### src/rtl/bram_operand_streamer_if.sv
// Bus bundle between the operand streamer, its BRAM port and the compute core.
// The master side is the streamer; the slave side is the BRAM plus the core.
interface bram_operand_streamer_if #(
  parameter int BLOCK_WIDTH = 17,
  parameter int BLK_W       = 4
);
  logic [31:0]            BRAM_dout_i;
  logic [31:0]            BRAM_din_o;
  logic [3:0]             BRAM_we_o;
  logic [31:0]            BRAM_addr_o;
  logic                   BRAM_en_o;
  logic [BLOCK_WIDTH-1:0] op_data_o;
  logic [1:0]             op_idx_o;
  logic [BLK_W-1:0]       op_blk_o;
  logic                   op_valid_o;
  logic                   op_ready_i;
  logic [BLOCK_WIDTH-1:0] res_data_i;
  logic                   res_valid_i;
  logic                   res_ready_o;

  modport master (
    input  BRAM_dout_i, op_ready_i, res_data_i, res_valid_i,
    output BRAM_din_o, BRAM_we_o, BRAM_addr_o, BRAM_en_o,
    output op_data_o, op_idx_o, op_blk_o, op_valid_o, res_ready_o
  );

  modport slave (
    output BRAM_dout_i, op_ready_i, res_data_i, res_valid_i,
    input  BRAM_din_o, BRAM_we_o, BRAM_addr_o, BRAM_en_o,
    input  op_data_o, op_idx_o, op_blk_o, op_valid_o, res_ready_o
  );
endinterface

### src/rtl/bram_operand_streamer.sv
// Streams N_OPERANDS operands block by block out of a BRAM to the core,
// then writes S result blocks coming back from the core into the BRAM.
module bram_operand_streamer #(
  parameter int          WIDTH        = 256,
  parameter int          BLOCK_WIDTH  = 17,
  parameter int          N_OPERANDS   = 3,
  parameter int          READ_LATENCY = 1,
  parameter logic [31:0] BASE_ADDR    = 32'd0,
  parameter logic [31:0] RES_ADDR     = 32'd48,
  localparam int         S            = (WIDTH + 1) / BLOCK_WIDTH + 1,
  localparam int         BLK_W        = (S > 1) ? $clog2(S) : 1
) (
  input  logic clock_i,
  input  logic reset_i,
  input  logic start_i,
  output logic busy_o,
  output logic done_o,
  bram_operand_streamer_if.master bus
);

  typedef enum logic [2:0] {IDLE, RD_ISSUE, RD_WAIT, PRESENT, RES, DONE} state_t;

  localparam logic [BLK_W-1:0] LAST_BLK  = BLK_W'(S - 1);
  localparam logic [1:0]       LAST_OP   = 2'(N_OPERANDS - 1);
  localparam logic [1:0]       LAST_WAIT = 2'(READ_LATENCY - 1);

  state_t                 state;
  logic [1:0]             k;          // operand index
  logic [BLK_W-1:0]       j;          // block index within operand
  logic [BLK_W-1:0]       r;          // result block index
  logic [1:0]             wait_cnt;   // cycles spent in RD_WAIT
  logic [BLOCK_WIDTH-1:0] op_data;
  logic [31:0]            rd_word;
  logic [31:0]            wr_word;

  // Word addresses; 32-bit arithmetic wraps naturally.
  assign rd_word = BASE_ADDR + 32'(k) * 32'(S) + 32'(j);
  assign wr_word = RES_ADDR + 32'(r);

  // Main sequencer: read/present each block, then collect results.
  always_ff @(posedge clock_i or negedge reset_i) begin
    if (!reset_i) begin
      state    <= IDLE;
      k        <= '0;
      j        <= '0;
      r        <= '0;
      wait_cnt <= '0;
      op_data  <= '0;
    end else begin
      case (state)
        IDLE:     if (start_i) state <= RD_ISSUE;
        RD_ISSUE: begin
          wait_cnt <= '0;
          state    <= RD_WAIT;
        end
        RD_WAIT: begin
          if (wait_cnt == LAST_WAIT) begin
            op_data <= bus.BRAM_dout_i[BLOCK_WIDTH-1:0];
            state   <= PRESENT;
          end else begin
            wait_cnt <= wait_cnt + 2'd1;
          end
        end
        PRESENT: begin
          if (bus.op_ready_i) begin
            if (j == LAST_BLK && k == LAST_OP) begin
              state <= RES;
            end else begin
              if (j == LAST_BLK) begin
                j <= '0;
                k <= k + 2'd1;
              end else begin
                j <= j + BLK_W'(1);
              end
              state <= RD_ISSUE;
            end
          end
        end
        RES: begin
          if (bus.res_valid_i) begin
            r <= r + BLK_W'(1);
            if (r == LAST_BLK) state <= DONE;
          end
        end
        DONE: begin
          k     <= '0;
          j     <= '0;
          r     <= '0;
          state <= IDLE;
        end
        default: state <= IDLE;
      endcase
    end
  end

  // BRAM port: read strobe in RD_ISSUE, same-cycle write per valid result.
  always_comb begin
    bus.BRAM_en_o   = 1'b0;
    bus.BRAM_we_o   = 4'h0;
    bus.BRAM_addr_o = 32'd0;
    bus.BRAM_din_o  = 32'd0;
    if (state == RD_ISSUE) begin
      bus.BRAM_en_o   = 1'b1;
      bus.BRAM_addr_o = rd_word << 2;
    end else if (state == RES && bus.res_valid_i) begin
      bus.BRAM_en_o   = 1'b1;
      bus.BRAM_we_o   = 4'hF;
      bus.BRAM_addr_o = wr_word << 2;
      bus.BRAM_din_o  = 32'(bus.res_data_i);
    end
  end

  assign bus.op_data_o   = op_data;
  assign bus.op_idx_o    = k;
  assign bus.op_blk_o    = j;
  assign bus.op_valid_o  = (state == PRESENT);
  assign bus.res_ready_o = (state == RES);
  assign busy_o          = (state != IDLE);
  assign done_o          = (state == DONE);

endmodule

### src/flat_wrapper.sv
// flat-port wrapper written by rule: the top's interface ports become plain ports
module bram_operand_streamer_flat 
#(
  parameter int          WIDTH        = 256,
  parameter int          BLOCK_WIDTH  = 17,
  parameter int          N_OPERANDS   = 3,
  parameter int          READ_LATENCY = 1,
  parameter logic [31:0] BASE_ADDR    = 32'd0,
  parameter logic [31:0] RES_ADDR     = 32'd48,
  localparam int         S            = (WIDTH + 1) / BLOCK_WIDTH + 1,
  localparam int         BLK_W        = (S > 1) ? $clog2(S) : 1
)
  (clock_i, reset_i, start_i, busy_o, done_o, bus_BRAM_dout_i, bus_op_ready_i, bus_res_data_i, bus_res_valid_i, bus_BRAM_din_o, bus_BRAM_we_o, bus_BRAM_addr_o, bus_BRAM_en_o, bus_op_data_o, bus_op_idx_o, bus_op_blk_o, bus_op_valid_o, bus_res_ready_o);
  bram_operand_streamer_if #(.BLOCK_WIDTH(BLOCK_WIDTH), .BLK_W((4))) bus_i ();
  input  logic clock_i;
  input  logic reset_i;
  input  logic start_i;
  output logic busy_o;
  output logic done_o;
  input wire logic [$bits(bus_i.BRAM_dout_i)-1:0] bus_BRAM_dout_i;
  input wire logic [$bits(bus_i.op_ready_i)-1:0] bus_op_ready_i;
  input wire logic [$bits(bus_i.res_data_i)-1:0] bus_res_data_i;
  input wire logic [$bits(bus_i.res_valid_i)-1:0] bus_res_valid_i;
  output wire logic [$bits(bus_i.BRAM_din_o)-1:0] bus_BRAM_din_o;
  output wire logic [$bits(bus_i.BRAM_we_o)-1:0] bus_BRAM_we_o;
  output wire logic [$bits(bus_i.BRAM_addr_o)-1:0] bus_BRAM_addr_o;
  output wire logic [$bits(bus_i.BRAM_en_o)-1:0] bus_BRAM_en_o;
  output wire logic [$bits(bus_i.op_data_o)-1:0] bus_op_data_o;
  output wire logic [$bits(bus_i.op_idx_o)-1:0] bus_op_idx_o;
  output wire logic [$bits(bus_i.op_blk_o)-1:0] bus_op_blk_o;
  output wire logic [$bits(bus_i.op_valid_o)-1:0] bus_op_valid_o;
  output wire logic [$bits(bus_i.res_ready_o)-1:0] bus_res_ready_o;
  assign bus_i.BRAM_dout_i = bus_BRAM_dout_i;
  assign bus_i.op_ready_i = bus_op_ready_i;
  assign bus_i.res_data_i = bus_res_data_i;
  assign bus_i.res_valid_i = bus_res_valid_i;
  assign bus_BRAM_din_o = bus_i.BRAM_din_o;
  assign bus_BRAM_we_o = bus_i.BRAM_we_o;
  assign bus_BRAM_addr_o = bus_i.BRAM_addr_o;
  assign bus_BRAM_en_o = bus_i.BRAM_en_o;
  assign bus_op_data_o = bus_i.op_data_o;
  assign bus_op_idx_o = bus_i.op_idx_o;
  assign bus_op_blk_o = bus_i.op_blk_o;
  assign bus_op_valid_o = bus_i.op_valid_o;
  assign bus_res_ready_o = bus_i.res_ready_o;
  bram_operand_streamer #(.WIDTH(WIDTH), .BLOCK_WIDTH(BLOCK_WIDTH), .N_OPERANDS(N_OPERANDS), .READ_LATENCY(READ_LATENCY), .BASE_ADDR(BASE_ADDR), .RES_ADDR(RES_ADDR)) u_core (.clock_i(clock_i), .reset_i(reset_i), .start_i(start_i), .busy_o(busy_o), .done_o(done_o), .bus(bus_i));
endmodule
### config.mk
export PLATFORM = sky130hd
export DESIGN_NAME = bram_operand_streamer_flat
export DESIGN_NICKNAME = d
export VERILOG_FILES = /design/src/rtl/bram_operand_streamer_if.sv /design/src/rtl/bram_operand_streamer.sv /design/src/flat_wrapper.sv
export SDC_FILE = /design/constraint.sdc
export NUM_CORES = 1
export LEC_CHECK = 0
export CAP_MARGIN = 20
export CORE_UTILIZATION = 35
export CTS_CLUSTER_DIAMETER = 100
export DETAILED_ROUTE_END_ITERATION = 6
export MAX_ROUTING_LAYER = met4
export PLACE_DENSITY = 0.93
export RECOVER_POWER = 50
export SYNTH_ARGS = -nofsm -noshare
export SYNTH_HDL_FRONTEND = slang
export SYNTH_SLANG_ARGS = --single-unit
### constraint.sdc
create_clock -name clock_i -period 2.2 [get_ports clock_i]
set_input_delay 0.44 -clock clock_i [delete_from_list [all_inputs] [get_ports clock_i]]
set_output_delay 0.44 -clock clock_i [all_outputs]
set_load 0.05 [all_outputs]
==> results of run 1 <==
final cells by class:
cell class | count | area (um^2) | area share [%]
repair buffers | 102 | 1310 | 39.2
clock inverters | 1 | 7.51 | 0.225
flip-flops and latches | 32 | 801 | 24.0
well taps | 72 | 90.1 | 2.70
multi-input cells | 157 | 1020 | 30.5
inverters | 7 | 26.3 | 0.787
clock buffers | 7 | 86.3 | 2.59
cell families (layout without fill, tap and decap cells):
kind of cell	after synthesis	after routing	synth area share (%)
adders and majority gates	4	4	2.41
other	1	41	0.181
and+or+nand+nor	66	66	19.7
DFF	32	32	38.6
AOI/OAI and AO/OA	23	23	7.60
xor gates and xnor gates	1	1	0.422
buffers and inverters	61	117	19.5
muxes	22	22	11.6
worst reg2reg max path, cell delays in order (launching register included):
cell and delay (ns):
dfrtp_1 0.34, clkbuf_2 0.38, inv_2 0.11, nor4b_2 0.35
clkbuf_1 0.36, mux2_2 0.39
sequential cells by signal (all words and copies together) (netlist names):
signal and count:
u_core.bus.op_blk_o 4, u_core.bus.op_idx_o 2, u_core.state 3, u_core.bus.op_data_o 17
u_core.r 4, u_core.wait_cnt 2
path summary, 6_finish.rpt:
path,slack [ns],startpoint,cells after the start,endpoint
min in group asynchronous,0.76,reset_i,2,u_core.bus.op_data_o[3]
max in group asynchronous,0.93,reset_i,2,u_core.bus.op_idx_o[0]
min reg2reg,0.49,u_core.bus.op_data_o[13],1,u_core.bus.op_data_o[13]
min,0.49,u_core.bus.op_data_o[13],1,u_core.bus.op_data_o[13]
max reg2reg,0.16,u_core.state[1],5,u_core.bus.op_data_o[1]
max,0.06,bus_res_valid_i,5,bus_BRAM_din_o[11]
layout by cell type, fill, tap and decap left out, types with 6 or more instances in the layout:
cell	netlist	layout
buf_12	0	32
dfrtp_1	32	32
and2_1	18	17
mux2_1	10	10
inv_1	6	6
nor2_1	11	9
clkbuf_8	0	6
conb_1	1	41
nand2_1	8	8
mux2_2	7	7
clkdlybuf4s50_1	0	59
a21oi_1	6	6
per-layer routing:
metal / GRT usage (%) / up-vias
met5: - / -
met4: 6.18 / 0
met3: 5.52 / 10
met2: 30.7 / 101
met1: 17.9 / 834
li1: - / 832
repair_timing:
action / 4_1_cts / 5_1_grt
setup endpoints to repair: 2 / 2
cloned: 0 / 0
hold endpoints to repair: 0 / 0
gates resized for setup: 2 / 2
buffers inserted: 0 / 0
power breakdown:
group	leakage, nW	switching [mW]	internal, mW
combinational	1.08	1.65	0.944
sequential	0.381	0.178	0.822
clock	0.0445	0.218	0.254
total	1.51	2.05	2.02
==> results_dict.tcl, run 1 <==
set metrics [dict create \
    clockBufferDepth 2 \
    critPathBufInv 3 \
    synth_edf_count 0 \
    yosysSeqAreaShare_pct 38.6 \
    power_mw 4.07 \
    timing.fmax_mhz 467 \
    vias_per_cell 4.70 \
    critPathCaptureType "output port" \
    drtIter0Drc 47 \
    hold_path_class "reg2reg" \
    yosys_register_bits 32 \
    grt_max_degree 33 \
    grt_pass1_wl_um 8110 \
    p_per_area_mw_per_mm2 1220 \
    vias 1777 \
    yosysMostFrequentCell "buf_4" \
    yosys_warnings 0 \
    required_ns 1.76 \
    post-place-ws_ns -0.0172 \
    antenna_left 0 \
    hpwlAfterDp_um 4020 \
    htree_levels 2 \
    critical_path_class "in2out" \
    slew_violations 0 \
    cts_buffers 5 \
    initial_core_util_pct 37.0 \
    design.die.area_mm2 0.00624 \
    syn_area_mm2 0.00207 \
    relSlewSlack_pct 46.9 \
    core-area_mm2 0.00561 \
    synthFlopType "dfrtp_1" \
    whs_ns 0.487 \
    post_dp_cell_area_mm2 0.00326 \
    cts_hold_buf 0 \
    worstMarginPinSlew_ns 0.797 \
    synth_common_cells "buf_4 (44), dfrtp_1 (32), and2_1 (18), nor2_1 (11), mux2_1 (10)" \
    min_period_over_period_pct 97.3 \
    cp_max_fo 25 \
    ir_drop_mv 0.915 \
    worst_slack_ns 0.0585 \
    grt_setup_unrepaired "no" \
    hold_viol_final 0 \
    cts_root_buf "clkbuf_8" \
    antenna_found_initial 0 \
    drc 0 \
    fin_skew_ns 0.00484 \
    n_antenna_cell 0 \
    io_buffer_count 93 \
    leakage_nw 1.51 \
    fin_nets 363 \
    critPathLaunchType "input port" \
    synth_top_area_share_pct 38.6 \
    setup_tns_ns 0 \
    synth_largest_area_cell "dfrtp_1" \
    path_clk_slew_ns 0.07 \
    wl_met1_um 1950 \
    syn_inst 210 \
    die_x_um 79.0 \
    cts_tree "done" \
    cp_common_cell "buf_12" \
    setup_viol 0 \
    clk_latency_ns 0.29 \
    async_flop_share_pct 100 \
    dr.pass1.iters 5 \
    critPathArrivalTime_ns 1.70 \
    fin_util_pct 59.5 \
    status "finished, final reports clean" \
    cp_cell_sequence "clkdlybuf4s50_1 -> and4bb_2 -> buf_12 -> and2_1 -> buf_12" \
    n_fill_cell 452 \
    ys_types 47 \
    flow.area_growth_from_synthesis_pct 60.9 \
    wl_met3_um 440 \
    cp_slowest_cell "clkdlybuf4s50_1" \
    die_y_um 79.0 \
    dp.cells 370 \
    drive_gt1_share_pct 20.3 \
    io_pins 150 \
    rows 27 \
    synthTopCellsByArea "dfrtp_1 (39%), buf_4 (16%), and2_1 (5.4%)" \
    syn_area_per_cell_um2 9.88 \
    grt_remaining_overflow 0 \
    totalWireLength_um 5110 \
    grt_pass1_vias 1719 \
    gp_congestion 0.846 \
    slowest_delay_ns 0.47 \
    stdcell_area_mm2 0.00334 \
    detail_route.wl_per_cell_um 13.5 \
    routed.top_layer "met4" \
    crit_family "buffers and inverters" \
    clock_sinks 32 \
    wl_met2_um 2630 \
    final.min_clock_period_ns 2.14 \
    layout.cells.non_filler 378 \
    drv_cap 0 \
    grtUsageTotal_pct 17.3 \
]
Note: power is estimated with default switching activity, not from simulation.
==> run 2: changes to the inputs <==
- CTS_CLUSTER_SIZE: default -> 24
==> results of run 2 <==
The final DEF is identical to that of run 1; final timing and power are the same.
==> run 3: changes to the inputs <==
- CORE_UTILIZATION: 35 -> 23
- PLACE_DENSITY: 0.93 -> 0.69
==> results_dict.tcl, run 3 (same netlist as run 1, synthesis figures left out) <==
set metrics [dict create \
    drc 0 \
    antenna_found_initial 0 \
    flow.area_growth_from_synthesis_pct 62.9 \
    min_from "u_core.bus.op_data_o[11]" \
    swShare_pct 50.2 \
    drtIter0Drc 58 \
    setup_viol 0 \
    detail_route.wl_per_cell_um 12.1 \
    cp_slowest_cell "clkdlybuf4s50_1" \
    regToRegSetupSlack_ns 0.22 \
    grt_remaining_overflow 0 \
    dr.pass1.iters 4 \
    ir_drop_mv 0.764 \
    p_per_area_mw_per_mm2 1200 \
    drive_gt1_share_pct 19.3 \
    power_frac_comb_pct 64.0 \
    vias 1749 \
    critPathArrivalTime_ns 1.67 \
    cp_cell_sequence "clkdlybuf4s50_1 -> and3b_2 -> a22oi_1 -> nor2_1 -> buf_12" \
    slowest_delay_ns 0.48 \
    timing.fmax_mhz 474 \
    io_pins 150 \
    largest_register_ffs 17 \
    timing.rr.start "u_core.state[1]" \
    leakage_nw 1.51 \
    hold_path_class "reg2reg" \
    grt_setup_unrepaired "no" \
    die_x_um 97.0 \
    design.die.area_mm2 0.00940 \
    whs_ns 0.481 \
    dp.cells 407 \
    rows 34 \
    whs_path_depth 1 \
    pwr-share-clk_pct 10.5 \
    mostFrequentLayoutCell "clkdlybuf4s50_1" \
    io_buffer_count 93 \
    p_sw_mw 2.03 \
    rr_worst_depth 4 \
    n_antenna_cell 0 \
    clockBufferDepth 2 \
    cts_root_buf "clkbuf_8" \
    antenna_left 0 \
    n_fill_cell 847 \
    internal_power_mw 2.02 \
    setup_tns_ns 0 \
    hold_viol_final 0 \
    r2r-end "u_core.bus.op_data_o[5]" \
    final.min_clock_period_ns 2.11 \
    clock_sinks 32 \
    layout.cells.non_filler 414 \
    cts_buffers 5 \
    htree_levels 2 \
    grt_max_degree 33 \
    postCtsSetupRepairBufs 0 \
    gp_congestion 0.734 \
    hpwlAfterDp_um 3980 \
    p_seq_share_pct 25.5 \
    critical_path_class "in2out" \
    fin_nets 364 \
    die_y_um 97.0 \
    cts_tree "done" \
    status "finished, final reports clean" \
    relSlewSlack_pct 45.0 \
    initial_core_util_pct 23.8 \
    critPathCaptureType "output port" \
    drv_cap 0 \
    worstMarginPinSlew_ns 0.826 \
    grt_pass1_wl_um 8090 \
    grt_pass1_vias 1652 \
    totalWireLength_um 5000 \
    required_ns 1.76 \
    core-area_mm2 0.00872 \
    grtUsageTotal_pct 11.1 \
    final_cell_mix "clkdlybuf4s50_1 (59), conb_1 (41), buf_12 (32), dfrtp_1 (32), and2_1 (18)" \
    critPathLaunchType "input port" \
    fin_skew_ns 0.00759 \
    min_to "u_core.bus.op_data_o[11]" \
    vias_per_cell 4.22 \
    cp_max_fo 7 \
    min_period_over_period_pct 95.9 \
    slew_violations 0 \
    path_clk_slew_ns 0.07 \
    clk_latency_ns 0.28 \
]
## run 3: changes by cell type in the layout (fill, tap and decap cells not counted), sizes merged
cell      previous run  this run
clkinv               0         1
clkinvlp             1         0
buf                 37        39
clkbuf              11         9
## run 3: metal layers
layer | GRT usage, % | vias up | share of wire (%)
li1 | - | 826 | -
met3 | 2.67 | 4 | 6.9
met5 | - | - | 0
met1 | 12.9 | 814 | 43
met4 | 3.79 | 0 | 1.3
met2 | 18.9 | 105 | 49
## run 3: worst max-delay path by stage
stage,startpoint,endpoint
after CTS,u_core.state[1],bus_BRAM_din_o[12]
after global routing,u_core.state[1],bus_BRAM_din_o[10]
after detailed placement,bus_res_valid_i,bus_BRAM_addr_o[4]
after floorplan,u_core.state[0],bus_BRAM_addr_o[4]
after global placement,bus_res_valid_i,bus_BRAM_din_o[12]
final,bus_res_valid_i,bus_BRAM_addr_o[4]
## run 3: power by group through the flow
stage | clock network [mW] | logic, mW | registers [mW]
CTS | 0.447 | 2.64 | 1.04
global placement | 0 | 2.60 | 1.04
finish | 0.425 | 2.59 | 1.03
global route | 0.477 | 2.72 | 1.08
floorplan | 0 | 1.05 | 1.72
detailed placement | 0 | 2.63 | 1.05
## run 3: stage by stage
step	area, um^2	utilization [%]	total power, mW	setup slack [ns]
after floorplan	2230	-	2.77	0.0528
after global placement	3310	37.9	3.63	0.0285
after detailed placement	3310	37.9	3.68	0.0216
after CTS	3390	38.9	4.13	0.00595
after global routing	3380	38.8	4.28	0.0240
final	3380	38.8	4.05	0.0912
## run 3: worst max-delay path, delay by kind of cell
family	cells	cell delay [ns]
AND/OR/NAND/NOR	2	0.47
buffers and inverters	2	0.65
AO/OA/AOI/OAI	1	0.10
## run 3: cell type report
| type | instances | area (um^2) | area share, % |
|---|---|---|---|
| Timing Repair Buffer | 103 | 1320 | 38.9 |
| Multi-Input combinational cell | 157 | 1020 | 30.3 |
| Sequential cell | 32 | 801 | 23.7 |
| Tap cell | 108 | 135 | 4.00 |
| Clock buffer | 6 | 72.6 | 2.15 |
| Inverter | 7 | 26.3 | 0.777 |
| Clock inverter | 1 | 5.00 | 0.148 |
## run 3: what timing repair did
action | CTS | global route
gates resized for setup | 1 | 3
endpoints found under the hold margin | 0 | 0
hold buffers | 0 | 0
pin swaps | 0 | 0
setup endpoints to repair | 6 | 24
